File: src/rtl/mips_pkg.sv
// Shared definitions for the MIPS instruction-memory path: loader state encoding,
// word type, and processor opcode constants.
package mips_pkg;

  typedef enum logic [1:0] {
    ST_IDLE  = 2'd0,
    ST_LOAD  = 2'd1,
    ST_WRITE = 2'd2,
    ST_DONE  = 2'd3
  } loader_state_e;

  localparam int WORD_BYTES = 4;

  typedef logic [31:0] word_t;

  localparam logic [5:0] OP_R  = 6'b000000;
  localparam logic [5:0] OP_LW = 6'b100011;
  localparam logic [5:0] OP_SW = 6'b101011;
  localparam logic [5:0] OP_J  = 6'b000010;

  // Byte address of word idx in a region starting at base.
  function automatic word_t word_addr(input word_t base, input logic [10:0] idx);
    return base + {19'd0, idx, 2'b00};
  endfunction

endpackage

File: src/rtl/imem_loader_byte_assembler.sv
// Big-endian 8->32 packer: the oldest byte ends up in bits [31:24] after four shifts.
import mips_pkg::*;

module byte_assembler (
  input  logic       clk,
  input  logic       rst,
  input  logic       clear,
  input  logic       shift,
  input  logic [7:0] byte_data,
  output word_t      word,
  output logic       word_full
);

  logic [1:0] cnt_r;
  word_t      wbuf_r;

  // Shift register and byte counter; the counter wraps to 0 after the fourth byte.
  always_ff @(posedge clk) begin
    if (rst || clear) begin
      cnt_r  <= 2'd0;
      wbuf_r <= 32'h0000_0000;
    end else if (shift) begin
      cnt_r  <= cnt_r + 2'd1;
      wbuf_r <= {wbuf_r[23:0], byte_data};
    end else begin
      cnt_r  <= cnt_r;
      wbuf_r <= wbuf_r;
    end
  end

  assign word      = wbuf_r;
  // Three bytes are buffered, so the next shift completes a word.
  assign word_full = (cnt_r == 2'd3);

endmodule

File: src/rtl/imem_loader.sv
// Instruction-memory loader: packs a byte stream into words, writes them from BASE_ADDR
// upward and keeps the CPU held until a complete, error-free image is in memory.
import mips_pkg::*;

module imem_loader #(
  parameter word_t BASE_ADDR = 32'h0000_0000,
  parameter int    DEPTH     = 1024
) (
  input  logic        clk,
  input  logic        rst,
  input  logic        start,
  input  logic        byte_valid,
  input  logic [7:0]  byte_data,
  input  logic        byte_last,
  output logic        byte_ready,
  output logic        imem_we,
  output logic [31:0] imem_addr,
  output logic [31:0] imem_wdata,
  output logic        cpu_hold,
  output logic        done,
  output logic        err,
  output logic [10:0] word_count
);

  localparam logic [10:0] DEPTH_W = 11'(DEPTH);

  loader_state_e state_r, state_s;
  logic          we_r;
  word_t         addr_r;
  logic          done_r, err_r, last_r;
  logic [10:0]   word_count_r;

  logic          clear_s, shift_s, write_s, set_err_s, set_done_s;
  word_t         asm_word_s;
  logic          asm_full_s;

  byte_assembler u_asm (
    .clk       (clk),
    .rst       (rst),
    .clear     (clear_s),
    .shift     (shift_s),
    .byte_data (byte_data),
    .word      (asm_word_s),
    .word_full (asm_full_s)
  );

  // Next-state and per-cycle control decode.
  always_comb begin
    state_s    = state_r;
    clear_s    = 1'b0;
    shift_s    = 1'b0;
    write_s    = 1'b0;
    set_err_s  = 1'b0;
    set_done_s = 1'b0;
    case (state_r)
      ST_IDLE, ST_DONE: begin
        if (start) begin
          state_s = ST_LOAD;
          clear_s = 1'b1;
        end else begin
          state_s = state_r;
        end
      end
      ST_LOAD: begin
        if (byte_valid) begin
          // Overflow is trapped before the byte is considered part of a word.
          if (word_count_r == DEPTH_W) begin
            state_s   = ST_DONE;
            set_err_s = 1'b1;
          end else if (asm_full_s) begin
            state_s = ST_WRITE;
            shift_s = 1'b1;
            write_s = 1'b1;
          end else if (byte_last) begin
            state_s   = ST_DONE;
            set_err_s = 1'b1;
          end else begin
            shift_s = 1'b1;
          end
        end else begin
          state_s = ST_LOAD;
        end
      end
      ST_WRITE: begin
        if (last_r) begin
          state_s    = ST_DONE;
          set_done_s = 1'b1;
        end else begin
          state_s = ST_LOAD;
        end
      end
      default: begin
        state_s = ST_IDLE;
      end
    endcase
  end

  // State, write port and status registers.
  always_ff @(posedge clk) begin
    if (rst) begin
      state_r      <= ST_IDLE;
      we_r         <= 1'b0;
      addr_r       <= BASE_ADDR;
      done_r       <= 1'b0;
      err_r        <= 1'b0;
      last_r       <= 1'b0;
      word_count_r <= 11'd0;
    end else begin
      state_r <= state_s;
      we_r    <= write_s;
      if (write_s) begin
        addr_r <= word_addr(BASE_ADDR, word_count_r);
        last_r <= byte_last;
      end else begin
        addr_r <= addr_r;
        last_r <= last_r;
      end
      if (clear_s) begin
        word_count_r <= 11'd0;
        done_r       <= 1'b0;
        err_r        <= 1'b0;
      end else begin
        word_count_r <= (state_r == ST_WRITE) ? word_count_r + 11'd1 : word_count_r;
        done_r       <= done_r | set_done_s;
        err_r        <= err_r | set_err_s;
      end
    end
  end

  assign byte_ready = (state_r == ST_LOAD);
  assign cpu_hold   = (state_r != ST_DONE) | err_r;
  assign imem_we    = we_r;
  assign imem_addr  = addr_r;
  assign imem_wdata = asm_word_s;
  assign done       = done_r;
  assign err        = err_r;
  assign word_count = word_count_r;

endmodule

File: config.mk
export PLATFORM = sky130hd
export DESIGN_NAME = imem_loader
export DESIGN_NICKNAME = d
export VERILOG_FILES = /design/src/rtl/mips_pkg.sv /design/src/rtl/imem_loader_byte_assembler.sv /design/src/rtl/imem_loader.sv
export SDC_FILE = /design/constraint.sdc
export NUM_CORES = 1
export LEC_CHECK = 0
export BUFFER_PORTS_ARGS = -buffer_cell sky130_fd_sc_hd__buf_2
export CAP_MARGIN = 20
export CORE_MARGIN = 1.5
export CORE_UTILIZATION = 35
export CTS_BUF_LIST = sky130_fd_sc_hd__clkbuf_8
export DETAILED_ROUTE_END_ITERATION = 6
export PLACE_DENSITY_LB_ADDON = 0.15
export SYNTH_ARGS = -nofsm -noshare
export SYNTH_HDL_FRONTEND = slang
export SYNTH_HIERARCHICAL = 1
export SYNTH_SLANG_ARGS = --single-unit
File: constraint.sdc
create_clock -name clk -period 2.5 [get_ports clk]
set_input_delay 0.5 -clock clk [delete_from_list [all_inputs] [get_ports clk]]
set_output_delay 0.5 -clock clk [all_outputs]
set_load 0.02 [all_outputs]
# Word level (Yosys, flattened, before mapping)
# Index checks and enable logic that the tools add are counted.
# word_totals
output_inout_bits	80
in_bits	13
regBits	62
# op_classes
add_sub_neg	2
bitwise	3
n_reduce_logical	5
eq_ne	8
muxes	25
# ops
cell	count
$mux W1	18
$mux W2	6
$add A11 B1 Y11 const B	1
$eq A11 B11 Y1 const B	1
$eq A2 B2 Y1 const B	3
$pmux W2 S3	1
$ne A5 B3 Y1 const B	1
$ne A2 B2 Y1 const B	2
$reduce_or A2 Y1	2
$or A1 B1 Y1	3
$add A2 B1 Y2 const B	1
$eq A2 B1 Y1 const B	1
$logic_not A2 Y1	1
$reduce_and A2 Y1	1
$logic_or A1 B1 Y1	1

# Depth between registers and ports, before layout
# Gate-level depths: netlist (run 1).
# depth
ltp_word	6
ltp_mapped	9
depth_no_buf	7

# Modules after synthesis
# Netlist (run 1), hierarchy kept.
# by_module_without_submodules
module	instances	cells_per_inst	area_each_um2	seq_area_each_um2
imem_loader	1	155	1425.1	560.5
byte_assembler	1	112	1263.7	680.7

# Worst setup path after synthesis (run 1)
# No wires, ideal clock.
# synth_timing
path_kind	flip-flop to flip-flop
start	register word_count_r[3] (netlist: word_count[3])
end	register u_asm.cnt_r[0]
stages_incl_launch_ff	9
synth_period_minus_slack_ns	1.849
arrival_ns	1.734
path_buffers	3
path_slack_ns	0.651
cell_sequence	dfxtp_1 > buf_6 > nor4b_2 > nand3_2 > and2_1 > buf_4 > buf_6 > xnor2_1 > nor2_1
# synth_between
elab_chain_cells	4
# synth_lines
element	line	source
start, declared	imem_loader.sv:31	logic [10:0] word_count_r;
start signal, assigned	imem_loader.sv:123	word_count_r <= (state_r == ST_WRITE) ? word_count_r + 11'd1 : word_count_r;
$eq A11 B11 Y1	imem_loader.sv:67	if (word_count_r == DEPTH_W) begin
$mux W1	imem_loader.sv:67	
$mux W1	imem_loader.sv:65	if (byte_valid) begin
$mux W1	imem_loader.sv:55	case (state_r)
named net shift_s	imem_loader.sv:33	logic clear_s, shift_s, write_s, set_err_s, set_done_s;
end signal, assigned	imem_loader_byte_assembler.sv:23	cnt_r <= cnt_r + 2'd1;
end signal, assigned	imem_loader_byte_assembler.sv:26	cnt_r <= cnt_r;
end, declared	imem_loader_byte_assembler.sv:14	logic [1:0] cnt_r;
# The timed path passes the listed nets, and every way through them passes these cells.
# A chain may end at the register's enable or synchronous reset.

# Final worst setup path (run 1)
# layout_timing
start	register word_count_r[3] (netlist: word_count[3])
end	register u_asm.wbuf_r[8] (netlist: u_asm/word[8])
# layout_between
elab_chain_cells	4
# layout_lines
element	line	source
$eq A11 B11 Y1	imem_loader.sv:67	
$mux W1	imem_loader.sv:67	
$mux W1	imem_loader.sv:65	
$mux W1	imem_loader.sv:55	
named net shift_s	imem_loader.sv:33	
end signal, assigned	imem_loader_byte_assembler.sv:24	wbuf_r <= {wbuf_r[23:0], byte_data};
end signal, assigned	imem_loader_byte_assembler.sv:27	wbuf_r <= wbuf_r;
end, declared	imem_loader_byte_assembler.sv:15	word_t wbuf_r;
# The timed path passes the listed nets, and every way through them passes these cells.

==> results.md, run 1 <==
- For this run, the register share of the synthesized area comes to 46.2%.
- The number of cells upsized or downsized after cts is 0.
- The count of flip-flops with a built-in enable after synthesis is 0.
- The post-layout worst setup margin is 611 ps.
- In this run, synthesis produced a sequential element count of 62.
- VDD sags by at most 0.284 mV.
- The post-route netlist has 28.2% of its cells at a drive strength greater than 1.
- The number of clock buffers added by TritonCTS is 9.
- For the worst setup path, the data required time is 2710 ps.
- The endpoint of the lowest-slack register-to-register path is u_asm/word[8].
- The total number of clock tree sinks is 62.
- The fraction of registers with async set or reset after synthesis is 0%.
- The placed instances occupy a cell area of 3020 um2.
- The worst max-slew margin expressed relative to the limit is 66.2%.
- The quantity of hold-fixing buffers added after cts is 0.
- Dividing the detail-routed via count by the number of cells gives 4.40.
- The number of instances on the worst hold path is 3.
- The post-layout net count is 358.
- The horizontal die dimension is 90.7 um.
- By area the synthesized netlist is led by sky130_fd_sc_hd__dfxtp_1 (46%), sky130_fd_sc_hd__mux2i_1 (17%), sky130_fd_sc_hd__nor2_1 (7.7%).
- The initial utilization of the core area, before any placement, comes to 36.7%.
- The post-route DRC violation count is 0.
- The total overflow left after global routing is 0.
- The number of global-route vias before repair is 1755.
- The worst hold path begins at byte_data[3].
- The clock transition time at the flip-flop clock pins of the worst setup and hold paths is 70 ps.
- Input and output buffers added on the ports amount to 71.
- In the global route stage, overall resource usage came out at 13.5%.
- Across all register-to-register paths, the minimum setup slack is 610 ps.
- The worst setup skew after layout is 9.24 ps.
- 0 antenna diodes ended up in the layout.
- Once detail routing completed, the nets flagged for antenna violations numbered 0.
- The run finished with clean final reports.
- Setup repair after global routing left no endpoint under its margin.
- STA classifies the critical path endpoint as a register.
- In the final routed layout, each cell accounts on average for 11.8 um.
- The number of iterations in the first detailed-routing pass is 4.
- The total power draw is 0.00204 W.
- The post-route minimum period is 1890 ps.
- The path class of the tightest hold or removal check is in2reg.
- The proportion of netlist area held by the largest area contributor is 46.2%.
- The count of unique library cells instantiated by Yosys is 33.
- The floorplan step defined a die boundary enclosing 8220 um2.
- Dividing total power by cell area gives a power density of 634 nW/um2.
- In this run the clock root is driven by a sky130_fd_sc_hd__clkbuf_8.
- Data on the critical path arrives at its endpoint at 2100 ps.
- The first global-routing pass estimated 8.74 mm of wire.
- The number of inserted filler cells in the final layout is 760.
- The mapped cell area is 2690 um2.
- The library cell used most frequently in the layout, excluding fill and tap cells, is sky130_fd_sc_hd__buf_2.
- At the pin with the least slew margin, the transition time is 506 ps.
- In this run the core area contains 31 standard-cell rows.
- The post-placement setup slack is 612 ps.
- STA classifies the critical path startpoint as a register.
- After layout, the worst path uses 75.6% of the clock period.
- The area of the core is 7330 um2.
- The max-slew violation count is 0.
- The overall die height is 90.7 um.
- Yosys printed 6 warnings.
- Summed over all failing endpoints, the final setup total negative slack is 0 ps.
- TritonCTS built the clock tree.
- The initial antenna violation count is 0.
- Summed over all cells, the static leakage comes to 1.35 nW.
- The max-capacitance violation count is 0.
- The clock latency on the worst-skew pair is 340 ps.
- The via count is 1950.
- The most frequently used flop master after synthesis is sky130_fd_sc_hd__dfxtp_1.
- Summing all non-filler instances in the final layout gives an area of 3210 um2.
- Entering global routing, the biggest net connects 35 pins.
- The fmax is 529 MHz.
- The number of cells traversed by the worst register-to-register path is 6.
- The relative area change from synthesis to final layout is 19.4%.
- The count of pins on the block boundary is 93.
- The critical path is of the reg2reg type.
- For this block, the initial DRC count from the detailed router was 43.
- The H-tree was split into 3 levels.
- Summed over all nets, the half-perimeter wirelength after detailed placement is 3.66 mm.
- The total count of hold-check failures in the final report is 0.
- In the layout the commonest cells are sky130_fd_sc_hd__buf_2 (71), sky130_fd_sc_hd__dfxtp_1 (62), sky130_fd_sc_hd__nor2_1 (55), sky130_fd_sc_hd__mux2i_1 (46), sky130_fd_sc_hd__conb_1 (21).
- The worst register-to-register path begins at word_count[3].
- The worst hold path terminates at u_asm/word[3].
- Setup violations remaining at the end of the flow were counted as 0.
- The synthesized area divided by synthesized cell count is 10.1 um2.
- The number of setup buffers added after CTS is 0.
- The cell accounting for the most synthesized area is sky130_fd_sc_hd__dfxtp_1.
- For this block, the routed nets add up to 5.22 mm of wire.
- The instance count of the mapped netlist is 267.
- Of all nets on the critical path, the largest fanout is 34.
- The congestion estimate from routability-driven global placement came to 0.754.
- The maximum clock path buffer count is 2.
-- per-layer routing --
metal  GRT usage [%]  up-vias  part of all wire (%)
met5               0        -                     0
met4            5.95        0                   1.7
met3            4.80       11                   5.2
met2            19.2       60                    43
met1            18.1      884                    50
li1                -      995                     -
-- kinds of logic after synthesis --
group,count (synthesis),synth area share (%)
muxes,46,17.1
adders and majority gates,6,2.79
and+or+nand+nor,86,14.7
other,1,0.139
DFF,62,46.2
xor gates and xnor gates,8,2.61
buffers and inverters,40,11.6
AOI/OAI and AO/OA,18,4.84
-- synthesized netlist by cell type (2+ instances only) --
master / instances
sky130_fd_sc_hd__buf_4: 22
sky130_fd_sc_hd__xnor2_1: 4
sky130_fd_sc_hd__mux2i_1: 46
sky130_fd_sc_hd__a211oi_1: 2
sky130_fd_sc_hd__ha_1: 6
sky130_fd_sc_hd__xor2_1: 4
sky130_fd_sc_hd__nor3_1: 5
sky130_fd_sc_hd__clkbuf_1: 3
sky130_fd_sc_hd__or3_1: 3
sky130_fd_sc_hd__nor2b_1: 3
sky130_fd_sc_hd__a21oi_1: 8
sky130_fd_sc_hd__buf_8: 3
sky130_fd_sc_hd__and2_1: 2
sky130_fd_sc_hd__o21ai_0: 3
sky130_fd_sc_hd__nor2_1: 55
sky130_fd_sc_hd__nand4_1: 4
sky130_fd_sc_hd__nand2_1: 7
sky130_fd_sc_hd__buf_6: 6
sky130_fd_sc_hd__dfxtp_1: 62
sky130_fd_sc_hd__inv_1: 5
sky130_fd_sc_hd__or2_1: 2
-- registers in the layout, summed over array words and instances, names as in the netlist --
| name | count |
|---|---|
| done | 1 |
| err | 1 |
| imem_addr | 11 |
| imem_we | 1 |
| last_r | 1 |
| state_r | 2 |
| u_asm/cnt_r | 2 |
| u_asm/word | 32 |
| word_count | 11 |
-- through the flow --
stage | utilization [%] | hold WS (ps) | cells
finish | 43.8 | 394 | 443
global route | 43.8 | 396 | 443
CTS | 43.8 | 384 | 443
detailed placement | 41.2 | 464 | 427
global placement | 40.8 | 453 | 426
floorplan | - | 465 | 287
-- final cells by class --
class	instances	area [um2]	area share [%]
Sequential cell	62	1240	38.7
Multi-Input combinational cell	185	1210	37.7
Timing Repair Buffer	76	425	13.3
Clock buffer	9	124	3.86
Tap cell	99	124	3.86
Clock inverter	7	65.1	2.03
Inverter	5	18.8	0.585
-- how the worst max path moves through the flow --
| stage | slack, ps | cells past startpoint | to | from |
|---|---|---|---|---|
| 6_report | 610 | 6 | u_asm/word[8] | word_count[3] |
| 5_1_grt | 390 | 6 | u_asm/word[17] | word_count[3] |
| 4_1_cts | 590 | 6 | u_asm/word[8] | word_count[3] |
| 3_5_place_dp | 610 | 6 | u_asm/word[8] | word_count[3] |
| 3_3_place_gp | 450 | 5 | u_asm/word[31] | state_r[0] |
| 2_1_floorplan | 650 | 8 | u_asm/cnt_r[0] | word_count[3] |
-- where the power goes --
| group | total, W | internal [W] | switching [W] |
|---|---|---|---|
| Sequential | 0.00101 | 0.000997 | 0.00000854 |
| Clock | 0.000844 | 0.000452 | 0.000391 |
| Combinational | 0.000187 | 0.0000648 | 0.000122 |
| Total | 0.00204 | 0.00151 | 0.000522 |
-- worst max-delay path, cell delays in order, from the launching register on --
cell	delay [ps]
sky130_fd_sc_hd__dfxtp_1	400
sky130_fd_sc_hd__nor4b_2	490
sky130_fd_sc_hd__nand3_2	190
sky130_fd_sc_hd__and2_2	230
sky130_fd_sc_hd__buf_12	180
sky130_fd_sc_hd__mux2i_1	180
sky130_fd_sc_hd__nor2_1	50
No activity file was read; power rests on OpenSTA's default activity.
==> inputs of run 2 (changes only) <==
Settings changed: ABC_AREA from default to 1.
Clock period 2.5 ns to 1.6 ns, I/O delays scaled along.
==> results.md, run 2 <==
- The flow ran to the end, and the final reports show no timing, DRC or antenna violations.
- The post-route minimum period is 1520 ps.
- The cell leakage power came to 1.86 nW (+38%).
- The clock latency on the worst-skew pair is 340 ps (about the same).
- The buffer type at the clock tree root is sky130_fd_sc_hd__clkbuf_8.
- Setup repair after global routing left no endpoint under its margin.
- The fraction of registers with async set or reset after synthesis came to 0% (unchanged).
- In this run the critical register-to-register path is launched from word_count[10].
- The critical path's largest stage delay was 350 ps (-140 ps).
- The sum of net half-perimeters after detailed placement is 4.95 mm (+35%).
- The areal power density over the cells is 906 nW/um2 (+43%).
- The synthesized design spends more area on one cell type than any other, namely sky130_fd_sc_hd__dfxtp_1.
- The worst endpoint data arrival time came to 1200 ps (-900 ps).
- The overall die height was 97.3 um (+7.3%).
- The leftover overflow at the end of global routing was 0 (unchanged).
- STA classifies the critical path startpoint as a register.
- In the synthesized netlist the dominant register cell turns out to be sky130_fd_sc_hd__dfxtp_1.
- The maximum level of the CTS H-tree is 3 (unchanged).
- The flip-flop count of the largest register, all copies and words added is 32 (unchanged).
- The total number of clock tree sinks is 62 (unchanged).
- The family with the most delay on the worst path is flip-flops.
- The number of cells traversed by the worst register-to-register path came to 9 (+3).
- The most critical setup path has its startpoint at state_r[1].
- Yosys instantiated no cell more often than sky130_fd_sc_hd__nand2_1.
- The quantity of hold-fixing buffers added after cts came to 0 (unchanged).
- The first-pass GRT wire length is 11.4 mm (+31%).
- The total placed cells including tap cells was 641 (+50%).
- The overall fraction of global-route tracks in use came to 14.9% (+1.4 points).
- The number of cells on the critical path is 4 (-2).
- The maximum number of pins on one net before global-route repair came to 43 (+23%).
- The min-delay analysis places its worst path in the category in2reg.
- The mapped cell area is 3110 um2 (+16%).
- The net switching component of the power is 0.00103 W (+98%).
- The clock tree from TritonCTS is yes.
- The number of vias per cell is 4.18 (-5.0%).
- The total power draw is 0.00355 W (+74%).
- The instance count of the mapped netlist is 460 (+72%).
- The number of warnings reported in the yosys synthesis log is 6 (unchanged).
- The endpoint required time on the critical path is 1280 ps (-1430 ps).
- The internal power was 0.00252 W (+66%).
- The count of antenna-violating nets left after detailed routing was 0 (unchanged).
- The fraction of power spent switching nets came to 29.1% (+3.5 points).
- The endpoint of the lowest-slack register-to-register path is u_asm/word[1].
- The number of instances on the worst hold path is 2 (-1).
- The sequential power share is 45.7% (-3.7 points).
- The post-route DRC violation count is 0 (unchanged).
- The maximum clock path buffer count is 2 (unchanged).
- The clock network fraction of design power came to 37.7% (-3.7 points).
- The count of standard-cell rows is 34 (+9.7%).
- The sum of negative setup slack was 0 ps (unchanged).
- The initial standard-cell utilization of the core is 35.9% (-0.81 points).
- The placer's final routability congestion estimate is 0.802 (+6.3%).
- The proportion of netlist area held by the largest area contributor is 39.9% (-6.3 points).
- The non-filler instance count after layout is 664 (+50%).
- The average routed wire per standard cell is 10.7 um (-9.2%).
- The initial antenna violation count is 0 (unchanged).
- The area growth from synthesis to layout is 25.8%.
- The combinational share of power is 16.6% (+7.4 points).
- The via count came to 2778 (+42%).
- The count of pins on the block boundary was 93 (unchanged).
- The number of buffers created by CTS was 9 (unchanged).
- The number of buffer cells added on primary ports is 71 (unchanged).
- The fraction of final layout cells sized beyond drive strength 1 came to 27.3% (-0.86 points).
- The worst reg-to-reg setup slack was 100 ps (-510 ps).
- The area of the core is 8680 um2 (+18%).
- The class of the most critical setup path is reg2out.
- In the layout the commonest cells are sky130_fd_sc_hd__nand2_1 (112), sky130_fd_sc_hd__nor2_1 (94), sky130_fd_sc_hd__inv_1 (70), sky130_fd_sc_hd__buf_2 (70), sky130_fd_sc_hd__dfxtp_1 (58).
- After synthesis, the cell types taking the most area are sky130_fd_sc_hd__dfxtp_1 (40%), sky130_fd_sc_hd__nand2_1 (14%), sky130_fd_sc_hd__nor2_1 (12%).
- The max-slew violation count is 0 (unchanged).
- The number of iterations in the first detailed-routing pass is 4 (unchanged).
- The max-capacitance violation count is 0 (unchanged).
- The horizontal die dimension is 97.3 um (+7.3%).
- The final worst hold slack is 217 ps (-176 ps).
- The largest fanout on the critical path is 4 (-88%).
- The worst hold path begins at rst.
- The total count of hold-check failures in the final report is 0 (unchanged).
- The final-report setup violation count is 0 (unchanged).
- The post-layout net count is 570 (+59%).
- The fmax is 657 MHz.
- The die area is 9470 um2 (+15%).
- The flop and latch count out of synthesis is 62 (unchanged).
- The commonest non-fill, non-tap cell in the layout is sky130_fd_sc_hd__nand2_1.
- The number of global-route vias before repair is 2448 (+39%).
- The clock transition time at the flip-flop clock pins of the worst setup and hold paths was 70 ps (about the same).
- The largest voltage drop on the vdd net is 0.395 mV (+39%).
- The sum of routed wire length over all layers was 7.11 mm (+36%).
- The synthesized area divided by synthesized cell count is 6.77 um2 (-33%).
- The buffering stage count on the worst path with inverters included is 3 (+2).
- The antenna diode count is 0 (unchanged).
- The count of flip-flops with a built-in enable after synthesis is 0 (unchanged).
- The count of unique library cells instantiated by Yosys was 29 (-12%).
- The largest individual stage delay along the critical path comes from the cell sky130_fd_sc_hd__dfxtp_2.
- The endpoint kind of the worst setup timing path is an output port.
- The sequential share of the synthesized area is 39.9% (-6.3 points).
- The worst setup skew after layout came to 8.85 ps (-0.394 ps).
- The number of violations reported at the end of detailed-routing iteration 0 is 93 (+120%).
- Sorting the synthesized cells by how often they occur yields sky130_fd_sc_hd__nand2_1 (112), sky130_fd_sc_hd__nor2_1 (97), sky130_fd_sc_hd__inv_1 (73).
- For hold timing, the worst endpoint is state_r[1].
- Walking the worst path, the cells encountered are inv_1 > ha_1 > buf_6 > buf_4.
- The final critical-path share of the clock period is 95.2%.
[run 2: final cells by class]
cell class	count	area, um2
fillers	946	4760
multi-input cells	297	1390
flip-flops and latches	62	1250
repair buffers	100	652
inverters	81	304
well taps	108	135
clock buffers	9	124
clock inverters	7	65.1
[run 2: routing by layer]
metal	wire, um	vias up	global-route usage [%]
met5	0	-	0
met4	92	0	6.92
met3	395	9	4.17
met2	3120	59	21.7
met1	3500	1207	20.3
li1	-	1503	-
[run 2: worst max path at each step]
stage	end
floorplan	u_asm/word[15]
global placement	u_asm/word[14]
detailed placement	u_asm/word[2]
CTS	u_asm/word[21]
global route	word_count[10]
finish	byte_ready
[run 2: kinds of logic (layout without fill, tap and decap cells)]
logic type	count (synthesis)	in the layout	synth area share, %
xor gates and xnor gates	2	2	0.563
other	1	21	0.120
adders and majority gates	6	6	2.41
buffers and inverters	121	197	19.4
AOI/OAI and AO/OA	18	18	3.18
DFF	62	62	39.9
and+or+nand+nor	250	250	34.4
[run 2: stage by stage]
stage	util (%)	setup slack, ps	instance area (um2)
after floorplan	-	24.5	3190
after global placement	41.2	78.4	3580
after detailed placement	41.2	10.0	3580
after CTS	43.7	28.9	3790
after global routing	45.1	11.3	3920
final	45.1	77.5	3920
[run 2: repair_timing]
action / 4_1_cts / 5_1_grt
gates cloned: 0 / 2
endpoints found under the setup margin: 2 / 23
pin swaps: 0 / 3
buffers inserted: 1 / 4
resized for setup: 4 / 14
[run 2: power by group through the flow]
stage | Sequential (W) | Clock, W | Combinational (W)
floorplan | 0.00170 | 0 | 0.000395
global placement | 0.00166 | 0 | 0.000534
detailed placement | 0.00166 | 0 | 0.000537
CTS | 0.00162 | 0.00138 | 0.000556
global route | 0.00163 | 0.00146 | 0.000659
finish | 0.00162 | 0.00134 | 0.000589
==> inputs of run 3 (changes only) <==
--- a/config.mk
+++ b/config.mk
@@ -11,3 +11,3 @@
 export CORE_MARGIN = 1.5
-export CORE_UTILIZATION = 35
+export CORE_UTILIZATION = 48
 export CTS_BUF_LIST = sky130_fd_sc_hd__clkbuf_8
==> constraint.sdc (replaced) <==
create_clock -name clk -period 1.6 [get_ports clk]
set_input_delay 0.08 -clock clk [delete_from_list [all_inputs] [get_ports clk]]
set_output_delay 0.08 -clock clk [all_outputs]
set_load 0.02 [all_outputs]
==> results.md, run 3 (synthesis results as in run 2) <==
- The run finished with clean final reports.
- The capture endpoint of the worst hold path is u_asm/word[4].
- The critical path is of the reg2reg type.
- The worst endpoint data arrival time came to 1760 ps (+560 ps).
- The maximum level of the CTS H-tree is 3 (unchanged).
- The buffer type at the clock tree root is sky130_fd_sc_hd__clkbuf_8.
- The category of the worst setup path launch point is a register.
- The horizontal die dimension is 83.5 um (-14%).
- The clock transition time at the flip-flop clock pins of the worst setup and hold paths is 70 ps (about the same).
- The number of cells traversed by the worst register-to-register path is 8 (-1).
- The via count was 2784 (+0.22%).
- The final critical-path share of the clock period came to 94.7% (-0.43 points).
- The relative area change from synthesis to final layout is 24.6%.
- The antenna diode count is 0 (unchanged).
- The initial standard-cell utilization of the core was 49.3% (+13 points).
- The total count of hold-check failures in the final report is 0 (unchanged).
- The overall die height is 83.5 um (-14%).
- Leaving out fill and tap cells, the most frequent cells in the layout are sky130_fd_sc_hd__nand2_1 (110), sky130_fd_sc_hd__nor2_1 (96), sky130_fd_sc_hd__inv_1 (73), sky130_fd_sc_hd__buf_2 (71), sky130_fd_sc_hd__dfxtp_1 (57).
- The final-report setup violation count is 0 (unchanged).
- The count of antenna-violating nets left after detailed routing is 0 (unchanged).
- The flip-flop count of the largest register, all copies and words added is 32 (unchanged).
- The max-capacitance violation count is 0 (unchanged).
- The fmax was 660 MHz (+0.46%).
- The number of instances on the worst hold path is 5 (+3).
- The overall fraction of global-route tracks in use came to 19.4% (+4.6 points).
- The number of global-route vias before repair is 2356 (-3.8%).
- The initial antenna violation count is 0 (unchanged).
- The total non-filler cell area in the finished layout is 3880 um2 (-0.99%).
- The leftover overflow at the end of global routing came to 0 (unchanged).
- The number of iterations in the first detailed-routing pass came to 4 (unchanged).
- The die area is 6980 um2 (-26%).
- The endpoint of the lowest-slack register-to-register path is u_asm/word[12].
- The sum of routed wire length over all layers is 6.64 mm (-6.6%).
- The number of vias per cell was 4.42 (+5.6%).
- The start point of the worst min-delay path is byte_data[4].
- The maximum clock path buffer count came to 2 (unchanged).
- The critical path's largest stage delay came to 370 ps (+20 ps).
- The count of pins on the block boundary was 93 (unchanged).
- The post-route minimum period is 1520 ps (-6.95 ps).
- The maximum number of pins on one net before global-route repair is 36 (-16%).
- The commonest non-fill, non-tap cell in the layout is sky130_fd_sc_hd__nand2_1.
- The worst reg-to-reg setup slack came to 80 ps (-20 ps).
- The clock latency on the worst-skew pair is 350 ps (about the same).
- The number of buffer cells added on primary ports was 71 (unchanged).
- The worst setup skew after layout came to 7.42 ps (-1.43 ps).
- The total number of clock tree sinks is 62 (unchanged).
- The placer's final routability congestion estimate is 0.872 (+8.7%).
- The number of buffers created by CTS is 9 (unchanged).
- The startpoint of the lowest-slack register-to-register path is word_count[2].
- The sum of negative setup slack was 0 ps (unchanged).
- The final worst hold slack is 18.3 ps (-199 ps).
- TritonCTS built the clock tree.
- The cell type with the highest occurrence count on the critical path is sky130_fd_sc_hd__nor2_1.
- The non-filler instance count after layout was 630 (-5.1%).
- The post-layout net count is 567 (-0.53%).
- The areal power density over the cells is 953 nW/um2 (+5.1%).
- The largest fanout on the critical path came to 17 (+13).
- The placed cell area is 3530 um2 (-1.4%).
- The worst min-delay path category is in2reg.
- The fraction of final layout cells sized beyond drive strength 1 came to 26.4% (-0.94 points).
- STA classifies the critical path endpoint as a register.
- The first-pass GRT wire length came to 10.8 mm (-5.4%).
- The largest voltage drop on the vdd net is 0.611 mV (+55%).
- The number of violations reported at the end of detailed-routing iteration 0 came to 136 (+46%).
- The cell leakage power is 1.86 nW (about the same).
- The sum of net half-perimeters after detailed placement came to 4.65 mm (-6.2%).
- The post-route DRC violation count came to 0 (unchanged).
- The count of standard-cell rows is 29 (-15%).
- The master of the slowest instance on the critical path is sky130_fd_sc_hd__dfxtp_1.
- The max-slew violation count is 0 (unchanged).
- The signal on the critical path passes through nor2_1 > nand3_2 > o22ai_4 > nor2_4 > buf_4 > clkbuf_16 > nor2_1 > nor2_1.
- The average routed wire per standard cell is 10.5 um (-1.6%).
- The area of the core is 6310 um2 (-27%).
- The endpoint required time on the critical path came to 1850 ps (+570 ps).
- The total placed cells including tap cells was 607 (-5.3%).
run 3: cell count changes in the layout (fill, tap and decap cells not counted), moves of 2 or more:
cell                       delta
sky130_fd_sc_hd__buf_4        -4
sky130_fd_sc_hd__inv_1        +3
sky130_fd_sc_hd__clkinv_2     -2
sky130_fd_sc_hd__inv_2        -2
sky130_fd_sc_hd__nand2_1      -2
sky130_fd_sc_hd__nand2_2      +2
sky130_fd_sc_hd__nor2_1       +2
sky130_fd_sc_hd__nor2_2       -2
run 3: power breakdown:
group,leakage [nW],switching [W],internal (W)
Sequential,0.503,0.0000312,0.00159
Clock,0.110,0.000633,0.000867
Combinational,1.25,0.000366,0.000206
run 3: layout make-up:
cell class                      instances  area [um2]
Timing Repair Buffer                   97         626
Clock inverter                          7        90.1
Clock buffer                            9         124
Sequential cell                        62        1250
Multi-Input combinational cell        297        1390
Fill cell                             633        2430
Tap cell                               77        96.3
Inverter                               81         304
run 3: critical path, delay by kind of cell, from the launching register on:
kind	cells	cell delay, ps
compound gates	1	180
buf+inv	2	320
flops	1	370
simple gates	5	540
run 3: what timing repair did:
item	4_1_cts	5_1_grt
hold buffers	1	0
endpoints found under the setup margin	0	26
setup buffers	0	4
endpoints found under the hold margin	2	0
gates resized for setup	0	12
run 3: worst max-delay path by stage:
stage | start | to | cells after the start
floorplan | state_r[1] | u_asm/word[15] | 9
global placement | word_count[0] | u_asm/word[10] | 9
detailed placement | word_count[0] | u_asm/word[3] | 8
CTS | word_count[0] | u_asm/word[3] | 8
global route | word_count[2] | u_asm/word[12] | 8
finish | word_count[2] | u_asm/word[12] | 8
run 3: layer usage:
layer,GRT usage (%),part of all wire [%],vias up
met1,26.6,48,1211
met4,9.84,1.5,0
met2,29.2,45,63
met3,3.96,4.6,10
li1,-,-,1500
met5,0,0,-
run 3: stage by stage:
step	worst slack (ps)	util (%)	power (W)
2_1_floorplan	24.5	-	0.00210
3_3_place_gp	122	55.9	0.00218
3_5_place_dp	75.3	55.9	0.00219
4_1_cts	76.3	59.5	0.00369
5_1_grt	-18.8	61.4	0.00388
6_report	84.5	61.4	0.00370
